[src/rtl/snitch_sim_ctrl_pkg.sv]
// snitch_sim_ctrl_pkg: controller states, exit-code constants and tohost word helpers
package snitch_sim_ctrl_pkg;
  typedef enum logic [2:0] {RST_LOW, RST_HIGH, RUN, DONE, TIMEOUT} sim_state_e;
  localparam int ExitCodeWidth = 31;
  localparam logic [ExitCodeWidth-1:0] TimeoutCode = 31'h7FFF_FFFF;
  function automatic logic is_exit(input logic [31:0] word);
    return word[0];
  endfunction
  function automatic logic [ExitCodeWidth-1:0] exit_code(input logic [31:0] word);
    return word[31:1];
  endfunction
endpackage

[src/rtl/snitch_sim_ctrl_cnt.sv]
// snitch_sim_ctrl_cnt: saturating up-counter with clear, enable and terminal-count compare
module snitch_sim_ctrl_cnt #(
  parameter int CntWidth = 32
) (
  input  logic                clk_i,
  input  logic                rst_ni,
  input  logic                clr_i,
  input  logic                en_i,
  input  logic [CntWidth-1:0] limit_i,
  output logic                tc_o
);
  logic [CntWidth-1:0] cnt_d, cnt_q;
  // clear wins; otherwise count enabled cycles and stick at all-ones
  always_comb cnt_d = clr_i ? '0 : (en_i && cnt_q != '1) ? cnt_q + CntWidth'(1) : cnt_q;
  // count register
  always_ff @(posedge clk_i or negedge rst_ni)
    if (!rst_ni) cnt_q <= '0;
    else cnt_q <= cnt_d;
  // high during the limit-th enabled cycle since the last clear
  assign tc_o = cnt_q >= limit_i - CntWidth'(1);
endmodule

[src/rtl/snitch_sim_ctrl.sv]
// snitch_sim_ctrl: harness reset sequencer, host-poll strobe, per-hart exit capture and watchdog
module snitch_sim_ctrl import snitch_sim_ctrl_pkg::*; #(
  parameter int                 NrHarts       = 1,
  parameter logic [NrHarts-1:0] HartMask      = '1,
  parameter int                 NrRstPulses   = 2,
  parameter int                 RstLowCycles  = 5,
  parameter int                 RstHighCycles = 5,
  parameter int                 PollCycles    = 100,
  parameter int                 TimeoutCycles = 0,
  parameter int                 CntWidth      = 32
) (
  input  logic                          clk_i,
  input  logic                          rst_ni,
  input  logic [NrHarts-1:0]            exit_valid_i,
  input  logic [NrHarts-1:0][31:0]      exit_data_i,
  output logic                          sim_rst_no,
  output logic                          poll_o,
  output logic [NrHarts-1:0]            hart_done_o,
  output logic                          done_o,
  output logic                          timeout_o,
  output logic [ExitCodeWidth-1:0]      exit_code_o
);
  sim_state_e state_d, state_q;
  logic [CntWidth-1:0] pulse_d, pulse_q;
  logic [NrHarts-1:0] hart_done_d, hart_done_q, new_exit;
  logic [NrHarts-1:0][ExitCodeWidth-1:0] code_d, code_q;
  logic [ExitCodeWidth-1:0] agg_code;
  logic run, in_rst, phase_tc, poll_tc, wd_tc, wd_fire, all_done;
  assign run    = state_q == RUN;
  assign in_rst = state_q == RST_LOW || state_q == RST_HIGH;
  snitch_sim_ctrl_cnt #(.CntWidth(CntWidth)) i_phase_cnt (
    .clk_i, .rst_ni, .clr_i(phase_tc), .en_i(in_rst),
    .limit_i(state_q == RST_HIGH ? CntWidth'(RstHighCycles) : CntWidth'(RstLowCycles)),
    .tc_o(phase_tc)
  );
  snitch_sim_ctrl_cnt #(.CntWidth(CntWidth)) i_poll_cnt (
    .clk_i, .rst_ni, .clr_i(poll_o), .en_i(run), .limit_i(CntWidth'(PollCycles)), .tc_o(poll_tc)
  );
  snitch_sim_ctrl_cnt #(.CntWidth(CntWidth)) i_wd_cnt (
    .clk_i, .rst_ni, .clr_i(1'b0), .en_i(run), .limit_i(CntWidth'(TimeoutCycles)), .tc_o(wd_tc)
  );
  assign poll_o  = run && poll_tc;
  assign wd_fire = run && TimeoutCycles != 0 && wd_tc;
  // first terminating tohost write per hart while running; syscalls and repeats are dropped
  always_comb begin
    hart_done_d = hart_done_q;
    code_d      = code_q;
    new_exit    = '0;
    for (int h = 0; h < NrHarts; h++) begin
      new_exit[h] = run && exit_valid_i[h] && is_exit(exit_data_i[h]) && !hart_done_q[h];
      if (new_exit[h]) begin
        hart_done_d[h] = 1'b1;
        code_d[h]      = exit_code(exit_data_i[h]);
      end
    end
  end
  assign all_done = ((hart_done_q | new_exit) & HartMask) == HartMask;
  // reset-pulse sequencing, then run until the masked harts exit or the watchdog fires
  always_comb begin
    state_d = state_q;
    pulse_d = pulse_q;
    case (state_q)
      RST_LOW:  if (phase_tc) state_d = pulse_q < CntWidth'(NrRstPulses - 1) ? RST_HIGH : RUN;
      RST_HIGH: if (phase_tc) begin
        state_d = RST_LOW;
        pulse_d = pulse_q != '1 ? pulse_q + CntWidth'(1) : pulse_q;
      end
      RUN:      state_d = all_done ? DONE : wd_fire ? TIMEOUT : RUN;
      default:  state_d = state_q;
    endcase
  end
  // lowest-index masked hart with a nonzero code decides the run result
  always_comb begin
    agg_code = '0;
    for (int h = NrHarts - 1; h >= 0; h--)
      if (HartMask[h] && code_q[h] != '0) agg_code = code_q[h];
  end
  // state, pulse count and captured exits
  always_ff @(posedge clk_i or negedge rst_ni)
    if (!rst_ni) begin
      state_q     <= RST_LOW;
      pulse_q     <= '0;
      hart_done_q <= '0;
      code_q      <= '0;
    end else begin
      state_q     <= state_d;
      pulse_q     <= pulse_d;
      hart_done_q <= hart_done_d;
      code_q      <= code_d;
    end
  assign sim_rst_no  = state_q != RST_LOW;
  assign hart_done_o = hart_done_q;
  assign done_o      = state_q == DONE || state_q == TIMEOUT;
  assign timeout_o   = state_q == TIMEOUT;
  assign exit_code_o = state_q == TIMEOUT ? TimeoutCode : state_q == DONE ? agg_code : '0;
endmodule

[config.mk]
export PLATFORM = sky130hd
export DESIGN_NAME = snitch_sim_ctrl
export DESIGN_NICKNAME = d
export VERILOG_FILES = /design/src/rtl/snitch_sim_ctrl_pkg.sv /design/src/rtl/snitch_sim_ctrl_cnt.sv /design/src/rtl/snitch_sim_ctrl.sv
export SDC_FILE = /design/constraint.sdc
export NUM_CORES = 1
export LEC_CHECK = 0
export ABC_AREA = 1
export CAP_MARGIN = 15
export CORE_MARGIN = 5
export CORE_UTILIZATION = 55
export DETAILED_ROUTE_END_ITERATION = 10
export PLACE_DENSITY_LB_ADDON = 0.12
export SLEW_MARGIN = 20
export SYNTH_ARGS = -nofsm -noshare
export SYNTH_HDL_FRONTEND = slang
export SYNTH_HIERARCHICAL = 1
export SYNTH_SLANG_ARGS = --single-unit
[constraint.sdc]
create_clock -name clk_i -period 2.9 [get_ports clk_i]
set_input_delay 0.435 -clock clk_i [delete_from_list [all_inputs] [get_ports clk_i]]
set_output_delay 0.435 -clock clk_i [all_outputs]
set_load 0.02 [all_outputs]
Yosys cells after proc, flatten, opt, wreduce, memory -nomap -nowiden. Index checks and enable logic that the tools add are counted.

Logic and storage cells: 51. Flip-flop bits (word level): 131. Input bits: 35. Output and inout bits: 36.

Reduce and logical (&&, ||, !) cells: 17. Muxes and demuxes: 12. Add/sub/neg operators: 3. Bitwise gates (word level): 1. Order comparisons: 3. Equal/unequal tests: 9.

Operators with widths (number): two-way mux 32 bit (4); adder 32 x 1 -> 32 bit, second input constant (3); != test 32 bit, second input constant (3); two-way mux 31 bit (3); >= comparator 32 x 3 -> 1 bit, second input constant (1); >= comparator 32 x 7 -> 1 bit, second input constant (1); < comparator 32 x 1 -> 1 bit, second input constant (1); nonzero test 31 bit (1); one-hot mux 3 bit (3 select lines) (1); equality test 3 x 2 -> 1 bit, second input constant (2); logical AND 1 bit (6); two-way mux 3 bit (2); AND reduction 3 bit (2); nonzero test 3 bit (2); != test 2 x 1 -> 1 bit, second input constant (2); nonzero test 2 bit (2); equality test 3 x 1 -> 1 bit, second input constant (1); equality test 3 bit, second input constant (1); zero test 3 bit (1); logical OR 1 bit (2); two-way mux 2 bit (1); zero test 1 bit (1); two-way mux 1 bit (1); bitwise OR 1 bit (1).

Depth between registers and ports, before layout.
Word-level depth: 7. Gate-level depth with buffers: 26. Depth with buffers taken out: 25.

Cells and area by module. Netlist, hierarchy kept.

Modules (own cells, without submodules): snitch_sim_ctrl (area an instance 3888.7 um^2, times used 1, seq. area each 1651.6 um^2, cells an instance 591); snitch_sim_ctrl_cnt at i_poll_cnt (area an instance 3652.3 um^2, times used 1, seq. area each 800.8 um^2, cells an instance 589); snitch_sim_ctrl_cnt at i_phase_cnt (area an instance 3636.0 um^2, times used 1, seq. area each 800.8 um^2, cells an instance 594).

Worst setup path after synthesis. No wires, ideal clock.

Path type: register to register. From: register i_poll_cnt.cnt_q[31]. To: register i_poll_cnt.cnt_q[30]. Library setup time: 0.119 ns. Data arrival time: 2.352 ns. Data required time: 2.781 ns. Stages on the path, launching flop included: 16. Period minus slack after synthesis: 2.471 ns. Setup slack: 0.429 ns. Cell sequence: dfrtp_1 > ha_1 > nand2_1 > nor2_1 > nand4_1 > nor4_1 > nand2_1 > nand2_1 > nand2_1 > inv_1 > clkinv_1 > nand2_4 > clkinv_4 > buf_6 > nand2_1 > nand2_1.

Cells in the longest elaborated chain, start to end: 3. Elaborated cells between the ends (all ways): 6. Classes of those cells: order compare (1); eq/ne (1); mux (1); reduce/logical (3).

RTL lines: start, declared (RTL line snitch_sim_ctrl_cnt.sv:12) `logic [CntWidth-1:0] cnt_d, cnt_q;`; start signal, assigned (RTL line snitch_sim_ctrl_cnt.sv:18) `else cnt_q <= cnt_d;`; >= comparator 32 x 7 -> 1 bit (*) (RTL line snitch_sim_ctrl_cnt.sv:20) `assign tc_o = cnt_q >= limit_i - CntWidth'(1);`; via poll_tc (RTL line snitch_sim_ctrl.sv:28) `logic run, in_rst, phase_tc, poll_tc, wd_tc, wd_fire, all_done;`; logical AND 1 bit (*) (RTL line snitch_sim_ctrl.sv:42) `assign poll_o = run && poll_tc;`; via poll_o (RTL line snitch_sim_ctrl.sv:17) `output logic poll_o,`; two-way mux 32 bit or nonzero test 2 bit (tied branches).

Mark *: on every way through the listed nets, which the timed path passes. The rest lies on a longest branch. A chain may end at the register's enable or synchronous reset.

Final worst setup path.
From: register i_phase_cnt.cnt_q[15]. To: register i_phase_cnt.cnt_q[23].

Elaborated cells between the ends (all ways): 7. Classes of those cells: add/sub (1); order compare (1); eq/ne (1); mux (2); reduce/logical (2).

RTL lines (RTL line): start, declared (snitch_sim_ctrl_cnt.sv:12); start signal, assigned (snitch_sim_ctrl_cnt.sv:18); >= comparator 32 x 3 -> 1 bit (*) (snitch_sim_ctrl_cnt.sv:20); via phase_tc (snitch_sim_ctrl.sv:28); two-way mux 32 bit or nonzero test 2 bit (tied branches).

Mark *: on every way through the listed nets, which the timed path passes. The rest lies on a longest branch. The select of a mux whose other input is x is not followed.

==> metrics.cfg <==
[sta]
max_slew_margin=0.4474
hold_viol=0
rsz0062_at_grt=no
fin_skew_ps=14.76
finalSetupTns_ps=0
period_needed_ps=2648
post-route-period-util=0.9130
worstMarginPinSlew_ps=828.0
drv_slew=0
setup_viol=0
maxClockFrequency_ghz=0.3777
setup_slack_ps=252.3

[cells_and_area]
final_area_um2=13490
n_antenna_cell=0
syn2layout_area_growth_pct=20.71
drive_gt1_frac=0.04401
fin_util=0.6711
instances_no_fill=2315
multi_input_area_um2=7794
seqCellArea_um2=3253
nNetsFinal=2141
fillers=1851

[synthesis]
yosys_warnings=6
yosysSeqAreaShare=0.2911
netlist_area_um2=11180
syn_area_per_cell_um2=6.300
syn_inst=1774
synth.area.top_cells=dfrtp_1, nand2_1, nor2_1, ha_1, inv_1
synth.largest_area_cell=dfrtp_1
synth_top_area_share=0.2911
synth.distinct_cells=37
yosys_register_bits=130

[cts]
clkTransAtPathRegs_ps=60
numClockSinks=130
cts_tree=done
cts_buffers=17
ctsRootBufferMaster=clkbuf_16
clk_latency_ps=420
h-tree-depth=4
post_cts_buffers=0
cts.path.max_buffers=2

[drt]
drt_iter0_markers=816
vias=11260
via_per_inst=4.865
avgRoutedWirePerCell_um=12.20
firstDrtPassIters=6
wirelength_um=28250
drc=0
ant_nets=0

[global_routing]
use_met3=0.03209
grt_overflow_total=0
grt.met2_usage=0.4185
antenna_found_initial=0
grt_max_degree=57
grt_first_pass_wirelength_um=48340
use_met1=0.3178
track_usage=0.2439
top_usage_layer=met2
grt_pass1_vias=10290

[setup_path]
crit_chain=ha_1, nand2_1, nor4_1, nand2_1, nand2_1, nand2_1, nand2_1, clkinv_1, nand2_4, clkinv_2, nand2_1, nand2_1
critPathMaxFanout=29
start_kind=flip-flop
cp_common_cell=nand2_1
path_class=flip-flop to flip-flop
arrival_ps=2950
required_ps=3200
endpoint_kind=flip-flop
crit_slowest_cell=dfrtp_1
slowest_delay_ps=460

[floorplan]
die_area_um2=23270
std_cell_rows=52
dieWidth_um=152.6
core-area_um2=20100
die_height_um=152.6
start_util=0.5559
pin_count=71

[hold_path]
hold_path.class=flip-flop to flip-flop

[placed_design]
place_ws_ps=257.9
io_buffers=69
routabilityCongestion=0.9019
placed_area_um2=12850
placedCellCount=2282
dpl.hpwl_um=21570

[flow_run]
drv_cap=0

[pwr]
leakage_nw=7.177
powerDensity_nw_per_um2=365.2
ir_worst_vdd_mv=0.3959

[outcome]
status=complete, no violations

## worst max-delay path: cells and delay by family (launching register included)
| kind | cells | cell delay [ps] |
|---|---|---|
| flip-flops | 1 | 460 |
| adder cells (fa/ha/maj) | 1 | 330 |
| AND/OR/NAND/NOR | 9 | 1170 |
| buffers and inverters | 2 | 540 |
## where the power goes
| part | total, mW | switching (mW) | internal (mW) |
|---|---|---|---|
| Sequential | 1.96 | 0.0916 | 1.87 |
| Clock | 2.32 | 0.915 | 1.41 |
| Combinational | 0.647 | 0.383 | 0.265 |
## cell usage after synthesis (all sizes together)
cell type,number
o211ai,2
o21ai,21
and2,1
dfrtp,130
conb,2
buf,14
nand3b,3
xor2,47
nand3,82
clkinv,4
or2,9
nor4,3
xnor2,45
ha,74
o21bai,2
nand2,737
o21a,2
nor2,308
clkbuf,15
a21o,3
nand4,63
a21oi,32
a31o,1
nor3,7
inv,167
## flip-flops by register name (all words and copies together), names as in the netlist
signal / flops
code_q: 31
hart_done_o: 1
i_phase_cnt/cnt_q: 32
i_poll_cnt/cnt_q: 32
pulse_q: 32
state_q: 2
## final cells by class
type / count / share of cell area
Clock buffer: 18 / 0.03255
Clock inverter: 14 / 0.01410
Inverter: 171 / 0.04804
Multi-Input combinational cell: 1626 / 0.5777
Sequential cell: 130 / 0.2411
Tap cell: 270 / 0.02504
Timing Repair Buffer: 86 / 0.06149
## routing by layer
| metal | up-vias | wire length (µm) |
|---|---|---|
| li1 | 5906 | - |
| met1 | 4993 | 12640 |
| met2 | 300 | 13600 |
| met3 | 64 | 1140 |
| met4 | 0 | 857 |
| met5 | - | 0 |
## worst paths after layout
path	startpoint	to	slack (ps)	depth (start not counted)
worst max-delay path	i_phase_cnt/cnt_q[15]	i_phase_cnt/cnt_q[23]	250	12
worst min-delay path	code_q[20]	code_q[20]	470	2
worst max register to register	i_phase_cnt/cnt_q[15]	i_phase_cnt/cnt_q[23]	250	12
worst min register to register	code_q[20]	code_q[20]	470	2
max in group asynchronous	rst_ni	i_phase_cnt/cnt_q[15]	1530	3
min in group asynchronous	rst_ni	code_q[6]	550	2
## placed cells by master (no fill, tap or decap), types with 45 or more instances in the layout
| master | Yosys | routed |
|---|---|---|
| nor2_1 | 297 | 296 |
| xnor2_1 | 45 | 45 |
| dfrtp_1 | 130 | 130 |
| xor2_1 | 47 | 47 |
| clkdlybuf4s50_1 | 0 | 67 |
| nand3_1 | 82 | 82 |
| conb_1 | 2 | 184 |
| nand2_1 | 725 | 725 |
| inv_1 | 164 | 164 |
| nand4_1 | 63 | 63 |
| ha_1 | 74 | 74 |
## metrics by stage
| stage | hold slack, ps | total power [mW] |
|---|---|---|
| 2_1_floorplan | 139.4 | 2.400 |
| 3_3_place_gp | 439.0 | 2.582 |
| 3_5_place_dp | 442.6 | 2.602 |
| 4_1_cts | 474.2 | 4.933 |
| 5_1_grt | 485.9 | 5.167 |
| 6_report | 470.2 | 4.927 |
## repair_timing
| action | 4_1_cts | 5_1_grt |
|---|---|---|
| resized for setup | 1 | 3 |
| hold buffers | 1 | 0 |
| endpoints found under the setup margin | 1 | 1 |
| hold endpoints to repair | 8 | 0 |
## cell families (layout without fill, tap and decap cells)
kind of cell / count (synthesis) / count (layout) / share of synthesized area
AO/OA/AOI/OAI: 63 / 63 / 0.03056
XOR/XNOR: 92 / 92 / 0.07209
adder cells (fa/ha/maj): 74 / 74 / 0.08284
buffers and inverters: 200 / 289 / 0.07355
flip-flops: 130 / 130 / 0.2911
other: 2 / 184 / 0.0006719
AND/OR/NAND/NOR: 1213 / 1213 / 0.4492
Note: power is estimated with default switching activity, not from simulation.
